--- src/rtl/uart_defs.sv ---
// Shared UART definitions: line-rate defaults, frame geometry and FSM states.
package uart_defs;

    localparam int unsigned CLK_FREQ_DEF = 50_000_000;
    localparam int unsigned BAUD_DEF     = 115_200;
    localparam int unsigned DATA_BITS    = 8;

    typedef enum logic [1:0] {
        ST_IDLE  = 2'd0,
        ST_START = 2'd1,
        ST_DATA  = 2'd2,
        ST_STOP  = 2'd3
    } uart_state_e;

    // sclk cycles per bit for a given clock/baud pair
    function automatic int unsigned bit_cnt(input int unsigned clk_freq,
                                            input int unsigned baud);
        return clk_freq / baud;
    endfunction

endpackage

--- src/rtl/uart_sync_edge.sv ---
// Two-flop synchronizer for an asynchronous line plus falling-edge detect
// built from registered samples of the synchronized value.
module uart_sync_edge #(
    parameter logic RST_VAL = 1'b1
) (
    input  logic sclk,
    input  logic RSTn,
    input  logic din,
    output logic dout,
    output logic fall
);

    logic meta_q;
    logic sync_q;
    logic prev_q;

    // synchronizer chain plus one extra stage holding the previous synced value
    always_ff @(posedge sclk or negedge RSTn) begin
        if (!RSTn) begin
            meta_q <= RST_VAL;
            sync_q <= RST_VAL;
            prev_q <= RST_VAL;
        end else begin
            meta_q <= din;
            sync_q <= meta_q;
            prev_q <= sync_q;
        end
    end

    assign dout = sync_q;
    assign fall = prev_q & ~sync_q;

endmodule

--- src/rtl/uartrecv.sv ---
// UART 8N1 receiver, LSB first. Validates the start bit at mid-bit, samples
// data and stop bits at bit centres, and reports each frame with a one-cycle
// done or framing-error strobe.
module uartrecv
    import uart_defs::*;
#(
    parameter int unsigned CLK_FREQ = CLK_FREQ_DEF,
    parameter int unsigned BAUD     = BAUD_DEF
) (
    input  logic       sclk,
    input  logic       RSTn,
    input  logic       RX_Pin_In,
    output logic [7:0] RX_Data,
    output logic       RX_Done_sig,
    output logic       Frame_Err,
    output logic       Busy
);

    localparam int unsigned BIT_CNT  = bit_cnt(CLK_FREQ, BAUD);
    localparam int unsigned HALF_CNT = BIT_CNT / 2;
    localparam int unsigned CW       = $clog2(BIT_CNT);
    localparam int unsigned IW       = $clog2(DATA_BITS);

    localparam logic [CW-1:0] BIT_LAST  = CW'(BIT_CNT - 1);
    localparam logic [CW-1:0] HALF_LAST = CW'(HALF_CNT - 1);
    localparam logic [IW-1:0] IDX_LAST  = IW'(DATA_BITS - 1);

    logic rx_s;
    logic rx_fall;

    uart_sync_edge #(
        .RST_VAL(1'b1)
    ) u_sync (
        .sclk (sclk),
        .RSTn (RSTn),
        .din  (RX_Pin_In),
        .dout (rx_s),
        .fall (rx_fall)
    );

    uart_state_e          state_q;
    logic [CW-1:0]        cnt_q;
    logic [CW-1:0]        cnt_d;
    logic [IW-1:0]        idx_q;
    logic [DATA_BITS-1:0] shift_q;
    logic [DATA_BITS-1:0] data_q;
    logic                 done_q;
    logic                 err_q;
    logic                 busy_q;

    assign cnt_d = cnt_q + 1'b1;

    // receive FSM with registered data, strobes and busy flag
    always_ff @(posedge sclk or negedge RSTn) begin
        if (!RSTn) begin
            state_q <= ST_IDLE;
            cnt_q   <= '0;
            idx_q   <= '0;
            shift_q <= '0;
            data_q  <= '0;
            done_q  <= 1'b0;
            err_q   <= 1'b0;
            busy_q  <= 1'b0;
        end else begin
            done_q <= 1'b0;
            err_q  <= 1'b0;
            case (state_q)
                ST_IDLE: begin
                    cnt_q <= '0;
                    if (rx_fall) begin
                        state_q <= ST_START;
                        busy_q  <= 1'b1;
                    end
                end
                ST_START: begin
                    if (cnt_q == HALF_LAST) begin
                        cnt_q <= '0;
                        if (!rx_s) begin
                            state_q <= ST_DATA;
                            idx_q   <= '0;
                        end else begin
                            state_q <= ST_IDLE;
                            busy_q  <= 1'b0;
                        end
                    end else begin
                        cnt_q <= cnt_d;
                    end
                end
                ST_DATA: begin
                    if (cnt_q == BIT_LAST) begin
                        cnt_q          <= '0;
                        shift_q[idx_q] <= rx_s;
                        if (idx_q == IDX_LAST) begin
                            state_q <= ST_STOP;
                        end else begin
                            idx_q <= idx_q + 1'b1;
                        end
                    end else begin
                        cnt_q <= cnt_d;
                    end
                end
                ST_STOP: begin
                    // leave at mid-stop so a start edge right after the stop bit is seen
                    if (cnt_q == BIT_LAST) begin
                        cnt_q   <= '0;
                        state_q <= ST_IDLE;
                        busy_q  <= 1'b0;
                        if (rx_s) begin
                            data_q <= shift_q;
                            done_q <= 1'b1;
                        end else begin
                            err_q <= 1'b1;
                        end
                    end else begin
                        cnt_q <= cnt_d;
                    end
                end
                default: begin
                    state_q <= ST_IDLE;
                    cnt_q   <= '0;
                    busy_q  <= 1'b0;
                end
            endcase
        end
    end

    assign RX_Data     = data_q;
    assign RX_Done_sig = done_q;
    assign Frame_Err   = err_q;
    assign Busy        = busy_q;

endmodule

--- config.mk ---
export PLATFORM = sky130hd
export DESIGN_NAME = uartrecv
export DESIGN_NICKNAME = d
export VERILOG_FILES = /design/src/rtl/uart_defs.sv /design/src/rtl/uart_sync_edge.sv /design/src/rtl/uartrecv.sv
export SDC_FILE = /design/constraint.sdc
export NUM_CORES = 1
export LEC_CHECK = 0
export BUFFER_PORTS_ARGS = -buffer_cell sky130_fd_sc_hd__buf_2
export CAP_MARGIN = 20
export CELL_PAD_IN_SITES_DETAIL_PLACEMENT = 1
export CELL_PAD_IN_SITES_GLOBAL_PLACEMENT = 2
export CORE_MARGIN = 3
export CORE_UTILIZATION = 43
export DETAILED_ROUTE_END_ITERATION = 6
export PLACE_DENSITY_LB_ADDON = 0.1
export SYNTH_ARGS = -nofsm -noshare
export SYNTH_HDL_FRONTEND = slang
export SYNTH_SLANG_ARGS = --single-unit
--- constraint.sdc ---
create_clock -name sclk -period 4.9 [get_ports sclk]
set_clock_uncertainty 0.05 [all_clocks]
set_input_delay 0.735 -clock sclk [delete_from_list [all_inputs] [get_ports sclk]]
set_output_delay 0.735 -clock sclk [all_outputs]
set_load 0.02 [all_outputs]
==> results of run 1 <==
==> cell type report <==
cell class / count / area (um^2)
sequential: 36 / 905
clock inverter: 3 / 42.5
clock buffer: 5 / 68.8
multi-input combinational: 94 / 741
fill: 393 / 1820
timing repair buffer: 13 / 65.1
inverter: 5 / 18.8
tap: 48 / 60.1
==> flip-flops by register name, summed over array words and instances (netlist names), 3 cells and up, named ones only <==
signal,count
RX_Data,8
shift_q,8
cnt_q,9
idx_q,3
==> worst max-delay path, delay by kind of cell, from the launching register on <==
kind	cells	cell delay [ns]
fa+ha+maj	1	0.14
mux	1	0.36
buf+inv	1	0.10
simple gates	3	0.81
flops	1	0.43
==> cell usage after synthesis, types with 2 or more instances <==
library cell / count / area share, %
nand2_1: 7 / 1.6
nor4_1: 2 / 0.74
nand2b_1: 2 / 0.74
inv_1: 4 / 0.89
nand4_1: 4 / 1.5
nand3_1: 6 / 1.8
mux2_1: 16 / 11
xor2_1: 6 / 3.1
ha_1: 5 / 3.7
dfstp_2: 3 / 4.7
nand3b_1: 2 / 0.89
nor2_1: 17 / 3.8
dfrtp_1: 33 / 49
clkbuf_1: 4 / 0.89
mux2i_1: 2 / 1.2
nor2b_1: 3 / 1.1
nor3_1: 2 / 0.59
==> stage by stage <==
stage          instance area [um^2]  setup WS [ns]  util, %  power, W
6_report                       1900           2.88     51.1  0.000683
5_1_grt                        1900           2.74     51.1  0.000726
4_1_cts                        1900           2.86     51.1  0.000693
3_5_place_dp                   1790           2.90     48.1  0.000434
3_3_place_gp                   1790           2.93     48.1  0.000430
2_1_floorplan                  1690           3.04        -  0.000406
==> final timing paths <==
path / slack, ns / depth (start not counted) / to
max: 2.88 / 6 / shift_q[6]
min: 0.31 / 0 / u_sync.dout
max reg2reg: 2.88 / 6 / shift_q[6]
min reg2reg: 0.31 / 0 / u_sync.dout
max in group asynchronous: 3.81 / 1 / cnt_q[8]
min in group asynchronous: 0.48 / 1 / idx_q[0]
==> routing by layer <==
metal  GRT usage (%)  routed length (um)  vias to the layer above  share of wire (%)
met5               0                   0                        -                  0
met4            5.11                  19                        0               0.56
met3            4.86                 170                        2                5.0
met2            26.9                1640                       17                 48
met1            21.6                1550                      546                 46
li1                -                   -                      522                  -
==> where the power goes <==
part / internal, W / leakage, nW / switching, W
logic: 0.0000322 / 0.398 / 0.0000360
registers: 0.000320 / 0.477 / 0.0000416
clock network: 0.000150 / 0.0541 / 0.000103
==> layout by cell type, fill, tap and decap left out, types with 2 or more instances in the layout <==
master	count
nand3b_1	2
clkbuf_8	5
mux2_1	16
inv_1	4
ha_1	5
nor2_1	17
mux2i_1	2
nor2b_1	3
nand4_1	4
buf_2	13
nor3_1	2
dfstp_2	3
nor4_1	2
nand2b_1	2
nand2_1	7
nand3_1	6
dfrtp_1	33
xor2_1	6
==> cell families after synthesis <==
family / after synthesis / share of synthesized area, %
AO/OA/AOI/OAI: 7 / 3.48
buffers and inverters: 10 / 2.66
flip-flops: 36 / 53.5
AND/OR/NAND/NOR: 55 / 19.6
multiplexers: 20 / 13.4
adder cells (fa/ha/maj): 5 / 3.70
XOR/XNOR: 7 / 3.63
==> impl_metrics.toml, run 1 <==
[min_path]
hold_path_class = "reg -> reg"
min-delay-start = "u_sync.meta_q"

[cells_and_area]
layout-drive-gt1-share_pct = 21.2
final_cells = 204
final_nets = 163
syn2layout_area_growth_pct = 12.4
n_antenna_cell = 0

[clock_tree]
clk_root_buffer_cell = "clkbuf_8"
cts_resized = 0
cts.sinks = 36
clock_path_buffers = 2
cts_tree = "built"
clock_latency_ns = 0.28
cts_buffers = 5
holdBufCountCts = 0
cts_setup_buffers = 0
clk_pin_slew_worst_paths_ns = 0.07
htree_levels = 2

[power]
power.density_nw_per_um2 = 359
p_leak_nw = 0.929
vdd_drop_max_v = 0.000244

[routing]
post_drt_wl_per_cell_um = 16.6
firstDrtPassIters = 4
wl_mm = 3.38
drc_errors = 0
drtAntennaViolNets = 0
num_vias = 1087
drt-vias-per-instance = 5.33
first_iter_violations = 33

[placed_design]
dpl.hpwl_mm = 2.42
place_congestion = 0.792
port_buffers = 13
dp_cells = 196

[worst_setup_path]
crit_slowest_cell = "dfrtp_1"
startpoint = "cnt_q[1]"
max_stage_delay_ns = 0.43
worst_ep_required_time_ns = 5.01
r2r-start = "cnt_q[1]"
path_class = "reg -> reg"
cp_max_fo = 7
cp-start-kind = "flop"
cp-end-kind = "flop"
arrival_ns = 2.13
crit_chain = "inv_1 -> ha_1 -> and4bb_4 -> nand4_4 -> nor4_1 -> mux2_1"

[synthesis]
yosys_warnings = 0
synth_area_um2 = 1690
synth_seq_cells = 36
syn_inst = 140
synth-async-reset-ratio_pct = 100
yosysUniqueCellTypes = 39
avgSynthCellArea_um2 = 12.1
synth_nets = 148
synth_edf_count = 0
ys.flop_type = "dfrtp_1"
synth-seq-area-share_pct = 53.5

[global_route]
grt_pass1_vias = 1128
grt_max_degree = 37
grtUsageTotal_pct = 16.7
grt_overflow = 0
antenna_found_initial = 0
grt_pass1_wl_mm = 5.66

[floorplanning]
die_y_um = 68.7
ios = 14
die_w_um = 68.7
design.core.area_um2 = 3720
rows = 22
initial_utilization_pct = 45.5
dieArea_um2 = 4720

[timing]
post-route-period-util_pct = 41.2
rsz0062_at_grt = "false"
timing_hold_violations_final = 0
fin_setup_tns_ns = 0
fmax_mhz = 495
slew_viol_final = 0
setup_viol = 0
hold_ws_ns = 0.310
slew_headroom_pct = 47.5
period_needed_ns = 2.02
tightest_slew_ns = 0.787

[run_status]
status = "finished, final reports clean"

[flow_run]
drv_cap = 0
Power figures use the tool's default switching activity.
==> inputs of run 2 (changes only) <==
--- a/config.mk
+++ b/config.mk
@@ -10,7 +10,7 @@
 export CELL_PAD_IN_SITES_DETAIL_PLACEMENT = 1
 export CELL_PAD_IN_SITES_GLOBAL_PLACEMENT = 2
 export CORE_MARGIN = 3
-export CORE_UTILIZATION = 43
+export CORE_UTILIZATION = 40
 export DETAILED_ROUTE_END_ITERATION = 6
 export PLACE_DENSITY_LB_ADDON = 0.1
 export SYNTH_ARGS = -nofsm -noshare
==> constraint.sdc (replaced) <==
create_clock -name sclk -period 1.9 [get_ports sclk]
set_clock_uncertainty 0.05 [all_clocks]
set_input_delay 0.285 -clock sclk [delete_from_list [all_inputs] [get_ports sclk]]
set_output_delay 0.285 -clock sclk [all_outputs]
set_load 0.02 [all_outputs]
==> run 2 against run 1 <==
Net effect: register-to-register slack worse by 2.8 ns; non-clock buffer count increased by 18; critical path type unchanged; total power increased to 2.7 times the previous value; first-iteration DRC count up 97%; critical endpoint is now idx_q[0]; hold slack worse by 0.27 ns; combinational power grew to 4.3 times the previous value; highest routed layer unchanged.
==> impl_metrics.toml, run 2 (synthesis results as in run 1) <==
[clock_tree]
cts_buffers = 5
clk_root_buffer_cell = "clkbuf_8"
htree_levels = 2
cts.sinks = 36
clock_latency_ns = 0.29
cts_tree = "built"
clock_path_buffers = 2
clk_pin_slew_worst_paths_ns = 0.07

[worst_setup_path]
max_stage_delay_ns = 0.40
cp-start-kind = "flop"
cp_max_fo = 8
path_delay_family = "simple AND/OR/NAND/NOR gates"
crit_slowest_cell = "dfrtp_1"
path_class = "reg -> reg"
worst-path-buf-inv = 1
crit_chain = "inv_2 -> ha_1 -> and4bb_4 -> and4_4 -> a32o_2 -> mux2_4"
cp-end-kind = "flop"
arrival_ns = 1.98
worst_ep_required_time_ns = 2.03

[global_route]
antenna_found_initial = 0
grt_max_degree = 37
grt_pass1_wl_mm = 6.38
grt_pass1_vias = 1355
grtUsageTotal_pct = 16.4
grt_overflow = 0

[routing]
wl_mm = 3.71
drc_errors = 0
wl_met2_mm = 1.94
wl_met3_um = 103
wl_met1_mm = 1.59
firstDrtPassIters = 4
dr.max_layer_used = "met4"
post_drt_wl_per_cell_um = 16.6
first_iter_violations = 65
num_vias = 1170
drtAntennaViolNets = 0
drt-vias-per-instance = 5.22

[timing]
timing_hold_violations_final = 0
tightest_slew_ns = 0.457
fmax_mhz = 540
post-route-period-util_pct = 97.4
hold_ws_ns = 0.0417
slew_headroom_pct = 69.5
slew_viol_final = 0
period_needed_ns = 1.85
rsz0062_at_grt = "true"
setup_viol = 0

[cells_and_area]
layout-drive-gt1-share_pct = 33.3
final_common_cell = "dfrtp_1"
fillers = 466
final_nets = 181
n_antenna_cell = 0
layout_common_cells = "dfrtp_1 (33), nor2_1 (17), buf_4 (16)"
syn2layout_area_growth_pct = 23.9
final_area_um2 = 2090
multiInputGateArea_um2 = 782
seq_area_um2 = 905
largest_reg_flops = 9
top_register = "cnt_q"

[floorplanning]
die_w_um = 71.0
rows = 23
dieArea_um2 = 5040
design.core.area_um2 = 4030
ios = 14
die_y_um = 71.0
initial_utilization_pct = 42.0

[power]
p_leak_nw = 1.02
power.density_nw_per_um2 = 885
vdd_drop_max_v = 0.000442

[run_status]
status = "finished, final reports clean"

[placed_design]
port_buffers = 13
dpl.hpwl_mm = 2.55
place_congestion = 0.764
place_area_um2 = 1870

[flow_run]
drv_cap = 0

[min_path]
hold_path_class = "in -> reg"
[run 2: changes by cell type in the layout (fill, tap and decap cells not counted), sizes merged]
cell,delta
buf,+17
dlygate4sd3,+1
[run 2: power by group]
part           switching (W)  internal [W]
Clock               0.000283      0.000388
Sequential         0.0000623      0.000825
Combinational       0.000155      0.000141
[run 2: final cells by class]
| type | instances | area share (%) |
|---|---|---|
| clock buffers | 5 | 3.29 |
| clock inverters | 3 | 2.03 |
| inverters | 5 | 0.896 |
| multi-input cells | 94 | 37.3 |
| flip-flops and latches | 36 | 43.2 |
| well taps | 50 | 2.99 |
| repair buffers | 31 | 10.3 |
[run 2: timing repair]
action                                  in CTS  in global routing
cloned                                       0                  0
buffers inserted                             1                  5
pin swaps                                    1                  2
gates resized for setup                      1                  8
hold buffers                                 1                  0
endpoints found under the setup margin       9                  7
hold endpoints to repair                    16                  0
[run 2: metal layers]
| metal | global-route usage (%) | vias up |
|---|---|---|
| li1 | - | 553 |
| met1 | 17.6 | 595 |
| met2 | 29.6 | 15 |
| met3 | 4.55 | 7 |
| met4 | 7.52 | 0 |
| met5 | 0 | - |
[run 2: final timing paths]
kind / startpoint / endpoint / slack, ns / cells after the start
max: cnt_q[1] / idx_q[0] / 0.05 / 6
min: RX_Pin_In / u_sync.meta_q / 0.04 / 1
max reg2reg: cnt_q[1] / idx_q[0] / 0.05 / 6
min reg2reg: u_sync.meta_q / u_sync.dout / 0.31 / 0
max in group asynchronous: RSTn / u_sync.dout / 0.91 / 3
min in group asynchronous: RSTn / RX_Data[4] / 0.52 / 3
[run 2: metrics by stage]
| stage | TNS (ns) | cells | utilization, % | power, W | worst slack (ns) |
|---|---|---|---|---|---|
| floorplan | 0 | 140 | - | 0.00105 | 0.0437 |
| global placement | 0 | 209 | 46.5 | 0.00116 | 0.0215 |
| detailed placement | -0.111 | 209 | 46.5 | 0.00118 | -0.0219 |
| CTS | -0.00792 | 219 | 50.2 | 0.00187 | -0.00474 |
| global route | -0.149 | 224 | 52.0 | 0.00196 | -0.0321 |
| finish | 0 | 224 | 52.0 | 0.00185 | 0.0489 |
